**src/rtl/cis_pkg.sv**
```systemverilog
// Shared types and sizing helpers for the group-serial subtractor.
// Latency: n/a (declarations only).
// Backpressure: n/a (declarations only).
package cis_pkg;

  // Sequencer states. The encodings are fixed here so that every file
  // sees the same values.
  typedef enum logic [1:0] {
    IDLE = 2'b00,
    RUN  = 2'b01,
    DONE = 2'b10
  } state_t;

  // Number of GW-bit groups in an N-bit operand.
  function automatic int ng_of(input int n, input int gw);
    return n / gw;
  endfunction

  // Width of the group counter; at least one bit so a single-group
  // configuration still has a legal vector.
  function automatic int cw_of(input int n, input int gw);
    return ((n / gw) > 1) ? $clog2(n / gw) : 1;
  endfunction

endpackage

```
**src/rtl/cis_sub_group.sv**
```systemverilog
// GW-bit borrow-increment subtractor slice: diff = a - b - bin.
// Latency: combinational, zero cycles.
// Backpressure: none; purely combinational.
//
// Ports:
//   a, b          : GW-bit minuend / subtrahend slice
//   bin           : borrow into bit 0 of the slice
//   diff          : GW-bit difference
//   bout          : borrow out of the slice MSB
//   msb_borrow_in : borrow into the slice MSB (used for signed overflow)
module cis_sub_group #(
  parameter int GW = 8
) (
  input  logic [GW-1:0] a,
  input  logic [GW-1:0] b,
  input  logic          bin,
  output logic [GW-1:0] diff,
  output logic          bout,
  output logic          msb_borrow_in
);

  logic [GW-1:0] g;     // bit generates a borrow: a=0, b=1
  logic [GW-1:0] p;     // bit passes an incoming borrow: a==b
  logic [GW-1:0] c;     // borrow into each bit
  logic          gacc;  // group generate over bits 0..i, assuming bin=0
  logic          pacc;  // group propagate over bits 0..i

  assign g = ~a & b;
  assign p = ~(a ^ b);

  // The prefix chain is built with bin treated as 0; the real borrow-in
  // is folded in afterwards by one gray cell per bit (gacc | pacc&bin).
  // Accumulators are plain variables so the chain has no self-feedback
  // through a vector.
  always_comb begin
    c    = '0;
    gacc = 1'b0;
    pacc = 1'b1;
    for (int i = 0; i < GW; i++) begin
      c[i] = gacc | (pacc & bin);
      gacc = g[i] | (p[i] & gacc);
      pacc = p[i] & pacc;
    end
    bout = gacc | (pacc & bin);
  end

  assign diff          = a ^ b ^ c;
  assign msb_borrow_in = c[GW-1];

endmodule

```
**src/rtl/cis_seq_sub.sv**
```systemverilog
// Group-serial N-bit subtractor: diff = a - b - bin, with borrow-out and
// signed overflow, resolving GW bits per cycle through one shared slice.
// Latency: out_valid rises N/GW cycles after the accepting edge.
// Backpressure: result held in DONE until out_ready; in_ready only in IDLE,
// so the minimum issue interval is N/GW + 2 cycles.
//
// Ports:
//   clk, rst_n          : clock, asynchronous active-low reset
//   in_valid, in_ready  : operand handshake (a, b, bin)
//   out_valid, out_ready: result handshake (diff, bout, ovf)
module cis_seq_sub
  import cis_pkg::*;
#(
  parameter int N  = 64,
  parameter int GW = 8
) (
  input  logic         clk,
  input  logic         rst_n,
  input  logic         in_valid,
  output logic         in_ready,
  input  logic [N-1:0] a,
  input  logic [N-1:0] b,
  input  logic         bin,
  output logic         out_valid,
  input  logic         out_ready,
  output logic [N-1:0] diff,
  output logic         bout,
  output logic         ovf
);

  localparam int NG = ng_of(N, GW);
  localparam int CW = cw_of(N, GW);

  generate
    if ((N % GW) != 0 || GW < 2) begin : g_bad_params
      $error("cis_seq_sub: N must be a multiple of GW and GW must be >= 2");
    end
  endgenerate

  state_t        state_q;
  state_t        state_d;
  logic [N-1:0]  a_q;
  logic [N-1:0]  b_q;
  logic [N-1:0]  diff_q;
  logic          borrow_q;   // borrow carried between groups
  logic          bout_q;
  logic          ovf_q;
  logic [CW-1:0] k_q;        // index of the group resolved this cycle

  logic [GW-1:0] grp_a;
  logic [GW-1:0] grp_b;
  logic [GW-1:0] grp_diff;
  logic          grp_bout;
  logic          grp_msb_bin;
  logic          last_grp;

  assign last_grp = (k_q == CW'(NG - 1));

  // Select the active group with constant-index slices so the mux stays
  // a plain one-hot compare on k.
  always_comb begin
    grp_a = '0;
    grp_b = '0;
    for (int gi = 0; gi < NG; gi++) begin
      if (k_q == CW'(gi)) begin
        grp_a = a_q[gi*GW +: GW];
        grp_b = b_q[gi*GW +: GW];
      end
    end
  end

  cis_sub_group #(
    .GW(GW)
  ) u_group (
    .a             (grp_a),
    .b             (grp_b),
    .bin           (borrow_q),
    .diff          (grp_diff),
    .bout          (grp_bout),
    .msb_borrow_in (grp_msb_bin)
  );

  // State register.
  always_ff @(posedge clk or negedge rst_n) begin
    if (!rst_n) begin
      state_q <= IDLE;
    end else begin
      state_q <= state_d;
    end
  end

  // Next state and handshake outputs.
  always_comb begin
    state_d   = state_q;
    in_ready  = 1'b0;
    out_valid = 1'b0;
    case (state_q)
      IDLE: begin
        in_ready = 1'b1;
        if (in_valid) begin
          state_d = RUN;
        end
      end
      RUN: begin
        if (last_grp) begin
          state_d = DONE;
        end
      end
      DONE: begin
        out_valid = 1'b1;
        if (out_ready) begin
          state_d = IDLE;
        end
      end
      default: begin
        state_d = IDLE;
      end
    endcase
  end

  // Datapath. Operands are only written in IDLE, so in_valid during RUN or
  // DONE cannot disturb an operation in flight.
  always_ff @(posedge clk or negedge rst_n) begin
    if (!rst_n) begin
      a_q      <= '0;
      b_q      <= '0;
      diff_q   <= '0;
      borrow_q <= 1'b0;
      bout_q   <= 1'b0;
      ovf_q    <= 1'b0;
      k_q      <= '0;
    end else begin
      case (state_q)
        IDLE: begin
          if (in_valid) begin
            a_q      <= a;
            b_q      <= b;
            borrow_q <= bin;
            k_q      <= '0;
          end
        end
        RUN: begin
          for (int gi = 0; gi < NG; gi++) begin
            if (k_q == CW'(gi)) begin
              diff_q[gi*GW +: GW] <= grp_diff;
            end
          end
          borrow_q <= grp_bout;
          k_q      <= k_q + CW'(1);
          if (last_grp) begin
            bout_q <= grp_bout;
            // Signed overflow: borrow into the MSB differs from borrow out.
            ovf_q  <= grp_msb_bin ^ grp_bout;
          end
        end
        default: begin
        end
      endcase
    end
  end

  assign diff = diff_q;
  assign bout = bout_q;
  assign ovf  = ovf_q;

endmodule

```
**config.mk**
```make
export PLATFORM = sky130hd
export DESIGN_NAME = cis_seq_sub
export DESIGN_NICKNAME = d
export VERILOG_FILES = /design/src/rtl/cis_pkg.sv /design/src/rtl/cis_sub_group.sv /design/src/rtl/cis_seq_sub.sv
export SDC_FILE = /design/constraint.sdc
export NUM_CORES = 1
export LEC_CHECK = 0
export CAP_MARGIN = 40
export CELL_PAD_IN_SITES_DETAIL_PLACEMENT = 0
export CELL_PAD_IN_SITES_GLOBAL_PLACEMENT = 1
export CORE_MARGIN = 5
export CORE_UTILIZATION = 30
export CTS_CLUSTER_DIAMETER = 60
export DETAILED_ROUTE_END_ITERATION = 6
export HOLD_SLACK_MARGIN = 0.08
export PLACE_DENSITY = 0.65
export SLEW_MARGIN = 20
export SYNTH_ARGS = -nofsm -noshare
export SYNTH_HDL_FRONTEND = slang
export SYNTH_HIERARCHICAL = 1
export SYNTH_SLANG_ARGS = --single-unit
```
**constraint.sdc**
```tcl
create_clock -name clk -period 3.35 [get_ports clk]
set_clock_uncertainty 0.15 [all_clocks]
set_input_delay 0.5025 -clock clk [delete_from_list [all_inputs] [get_ports clk]]
set_output_delay 0.5025 -clock clk [all_outputs]
set_load 0.03 [all_outputs]
```
# == Word level (Yosys, flattened, before mapping) ==
# Cells that the tools add are included.
# op_classes
n_addsub,1
mul,0
n_div,0
order_cmp,0
eq_ne,12
shifts,0
muxes,26
bitwise_logic,43
reduce_logical,14
# ops
operator,n
8-bit two-way mux,16
1-bit bitwise AND,22
2-bit AND reduction,10
8-bit NOT,2
8-bit XOR,2
1-bit OR,15
"3-bit == test, second input constant",4
8-bit bitwise AND,1
"3-bit by 2-bit == test with 1-bit output, second input constant",2
2-bit two-way mux,3
"2-bit != test, second input constant",3
2-bit one-hot mux with 3 select lines,1
3-bit one-hot mux with 2 select lines,1
"3-bit by 1-bit adder with 3-bit output, second input constant",1
"3-bit by 1-bit == test with 1-bit output, second input constant",1
3-bit zero test,1
1-bit two-way mux,3
3-bit two-way mux,1
3-bit AND reduction,1
"2-bit by 1-bit == test with 1-bit output, second input constant",1
"2-bit == test, second input constant",1
2-bit zero test,1
1-bit one-hot mux with 2 select lines,1
2-bit nonzero test,1
1-bit XOR,1
# word_totals
ff_bits,200
latch_bits,0
ram_bits,0
rom_bits,0
inputBits,133
output_inout_bits,68
elab_cells,111
mem_count,0

# == Depth between registers and ports, before layout ==
# logic_depth
depth_word,27
depth_mapped,17
ltp_nobuf,13

# == Cells and area by module ==
# The synthesis kept the hierarchy.
# modules_own_cells
module,instances,cells_per_inst,area_per_inst_um2,seq_area_each_um2
cis_seq_sub,1,700,9071.2,5004.8
cis_sub_group,1,51,387.9,0.0

# == Worst setup path after synthesis ==
# No wires, ideal clock.
# synth_timing
path_kind,flip-flop to flip-flop
from,register k_q[2]
to,"register diff_q[15], in the netlist diff[15]"
setup_ns,0.125
arrival_time_ns,3.404
required_time_ns,3.075
slack_ns,-0.329
path_stages_with_launch,17
path_buffers,4
path_cell_list,dfrtp_1 > buf_6 > clkinv_1 > clkbuf_1 > ha_1 > buf_4 > nor2b_1 > buf_2 > a21oi_1 > a31oi_1 > inv_1 > ha_1 > a211oi_4 > o21ai_2 > a41oi_2 > xnor2_1 > mux2_2
# synth_via
elab_chain_len,25
word_cells_on_any_way,50
# synth_lines
element,line_no,source
start: declaration,cis_seq_sub.sv:48,logic [CW-1:0] k_q;
start signal: assignment,cis_seq_sub.sv:149,k_q <= k_q + CW'(1);
3-bit zero test,cis_seq_sub.sv:65,if (k_q == CW'(gi)) begin
8-bit two-way mux (7 in a row),cis_seq_sub.sv:65,
8-bit two-way mux *,cis_seq_sub.sv:65,
net grp_a[0],cis_seq_sub.sv:50,logic [GW-1:0] grp_a;
8-bit NOT,cis_sub_group.sv:28,assign g = ~a & b;
8-bit bitwise AND,cis_sub_group.sv:28,
1-bit bitwise AND,cis_sub_group.sv:41,gacc = g[i] | (p[i] & gacc);
1-bit OR,cis_sub_group.sv:41,
(+5 left out),-,
1-bit OR,cis_sub_group.sv:41,
1-bit bitwise AND,cis_sub_group.sv:41,
1-bit OR,cis_sub_group.sv:41,
1-bit bitwise AND,cis_sub_group.sv:41,
1-bit OR,cis_sub_group.sv:41,
1-bit OR *,cis_sub_group.sv:40,c[i] = gacc | (pacc & bin);
8-bit XOR *,cis_sub_group.sv:47,assign diff = a ^ b ^ c;
net grp_diff[7],cis_seq_sub.sv:52,logic [GW-1:0] grp_diff;
end signal: indexed assignment,cis_seq_sub.sv:145,diff_q[gi*GW +: GW] <= grp_diff;
end: declaration,cis_seq_sub.sv:44,logic [N-1:0] diff_q;
# Mark *: on every way through the listed nets, which the timed path passes. The rest lies on a longest branch.
# A chain may end at the register's enable or synchronous reset.

# == Worst setup path in the final report ==
# layout_timing
from,register k_q[1]
to,"register diff_q[23], in the netlist diff[23]"
# The elaborated chain is that of the path after synthesis.

==> results.tsv <==
metric	value	unit
syn_nets	899	
crit_required	3.52	ns
crit_arrival	3.60	ns
grt_usage	15.9	%
clkTransAtPathRegs	0.08	ns
synthTopCellsByCount	200 x dfrtp_1, 176 x mux2_2, 49 x a21oi_1	
syn_to_final_growth	44.5	%
status	finished, violations left	
ys_seq_elements	200	
fp.coreArea	0.0313	mm²
crit_type	flop to flop	
worstPathMaxFanout	11	
dr_total_vias	6944	
rows	65	
overflow	0	
h-tree-depth	4	
finalSetupViolations	34	
wl	28700	µm
final_cell_count_no_fill	1422	
violations	negative setup slack	
numCtsBuffers	17	
cts_tree	built	
worst_slack	-0.0788	ns
n_antenna_cell	0	
period_needed	3.43	ns
io_pins	201	
syn_area_per_cell	12.6	µm²
dpl.cell_count	1364	
hpwl	21300	µm
clk_latency	0.44	ns
wire_per_inst	20.2	µm
viasPerCell	4.88	
fin_nets	1155	
synthArstFlopShare	100	%
synth_largest_area_cell	dfrtp_1	
yosys_warnings	6	
drt_first_pass_iters	4	
grt_pass1_wl	43400	µm
synth.distinct_cells	47	
worst_slew_pin_slew	0.745	ns
port_buffers	200	
end_kind	flop	
gp_routability_congestion	0.894	
drive_gt1_share	36.8	%
yosysMostFrequentCell	dfrtp_1	
fp.dieH	188	µm
drc	0	
max-cap-violations	0	
floorplan.initialDensity	30.2	%
synth_ff_type	dfrtp_1	
synth.top_cell.area_share	52.9	%
grt_setup_unrepaired	yes	
drv_slew	0	
synthTopCellsByArea	dfrtp_1 53%, mux2_2 21%, a21oi_1 2.6%	
finalHoldViolCount	0	
post-route-period-util	102	%
cts-root-buf	clkbuf_16	
synth_cells	751	
die-area	0.0352	mm²
synth-edff-count	0	
cts_sinks	200	
drtIter0Drc	400	
relSlewSlack	50.3	%
fin_util	43.7	%
ys_seq_area_share	52.9	%
max-clock-path-buffers	2	
die_width	188	µm
fmax	292	MHz
whs	0.349	ns
syn_area	0.00946	mm²
grt_antenna_before_repair	1	
hold_class	flop to flop	
startpoint_type	flop	
ant_nets	0	
grt_pass1_vias	7305	
grt_start_max_net_pins	87	
[layout by cell type, fill, tap and decap left out, drive strengths merged, types with 2 or more instances in the layout]
cell type,n
dfrtp,200
clkdlybuf4s50,199
mux2,178
buf,89
a21oi,49
inv,36
o21ai,25
nand2,22
clkbuf,19
nor2b,19
a31oi,18
nand3b,17
a221o,16
a22oi,16
or2,16
o32a,15
o22ai,15
ha,14
clkinv,11
nor2,7
xnor2,5
nand3,4
nor3,4
nand2b,3
o31ai,3
a22o,2
and3,2
clkinvlp,2
a21o,2
o21bai,2
[logic make-up after synthesis]
family                   count (synthesis)  synth area share, %
AO/OA/AOI/OAI                          166                 12.0
flip-flops                             200                 52.9
XOR/XNOR                                 6                0.556
buffers and inverters                   88                 4.85
adder cells (fa/ha/maj)                 15                 2.06
AND/OR/NAND/NOR                         97                 6.35
multiplexers                           179                 21.3
[critical path: stages (launching register included)]
cell      delay, ns
dfrtp_1        0.40
buf_6          0.14
inv_6          0.06
ha_4           0.20
buf_12         0.15
a21oi_1        0.06
a221o_1        0.36
a31oi_1        0.22
inv_1          0.12
ha_4           0.27
a211oi_4       0.25
o21ai_2        0.10
buf_4          0.14
a41oi_4        0.26
xnor2_4        0.15
mux2_4         0.28
[stage by stage]
stage | setup slack [ns] | TNS [ns] | area (µm²)
after floorplan | 0.00726 | 0 | 9510
after global placement | -0.285 | -7.80 | 12300
after detailed placement | -0.365 | -11.61 | 12300
after CTS | -0.0998 | -2.51 | 13200
after global routing | -0.163 | -4.21 | 13700
final | -0.0788 | -1.08 | 13700
[final cells by class]
cell class	instances	area, µm²
Clock buffer	17	425
Tap cell	402	503
Sequential cell	200	5000
Fill cell	2872	17600
Clock inverter	15	184
Inverter	34	143
Timing Repair Buffer	291	2980
Multi-Input combinational cell	463	4430
[flip-flops by register name, summed over array words and instances (netlist names)]
signal    flops
a_q          64
b_q          64
borrow_q      1
bout          1
diff         64
k_q           3
ovf           1
state_q       2
[timing repair]
item / in CTS / in global routing
cloned: 2 / 1
setup buffers: 4 / 21
resized for setup: 31 / 65
hold buffers: 1 / 0
setup endpoints to repair: 51 / 58
hold endpoints to repair: 82 / 0
pin swaps: 10 / 21
[layer usage]
layer  GRT usage [%]  part of all wire [%]  up-vias
met5               0                 0.070        -
met2            26.3                    48      177
met4            3.33                   1.2        2
met1            21.4                    46     3501
met3            3.65                   4.8       24
li1                -                     -     3240
[path summary, 6_finish.rpt]
| kind | startpoint | end | slack (ns) | depth (start not counted) |
|---|---|---|---|---|
| setup / recovery | k_q[1]$_DFFE_PN0P_ | diff[23]$_DFFE_PN0P_ | -0.08 | 15 |
| hold / removal | ovf$_DFFE_PN0P_ | ovf$_DFFE_PN0P_ | 0.35 | 2 |
| setup reg to reg | k_q[1]$_DFFE_PN0P_ | diff[23]$_DFFE_PN0P_ | -0.08 | 15 |
| hold reg to reg | ovf$_DFFE_PN0P_ | ovf$_DFFE_PN0P_ | 0.35 | 2 |
| max in group asynchronous | rst_n | b_q[27]$_DFFE_PN0P_ | 1.68 | 3 |
| min in group asynchronous | rst_n | state_q[1]$_DFFE_PN0P_ | 0.54 | 2 |
Power is left out: the tool's default activity adds up to more than one toggle a clock period on the data nets, which glitch-free logic cannot reach.
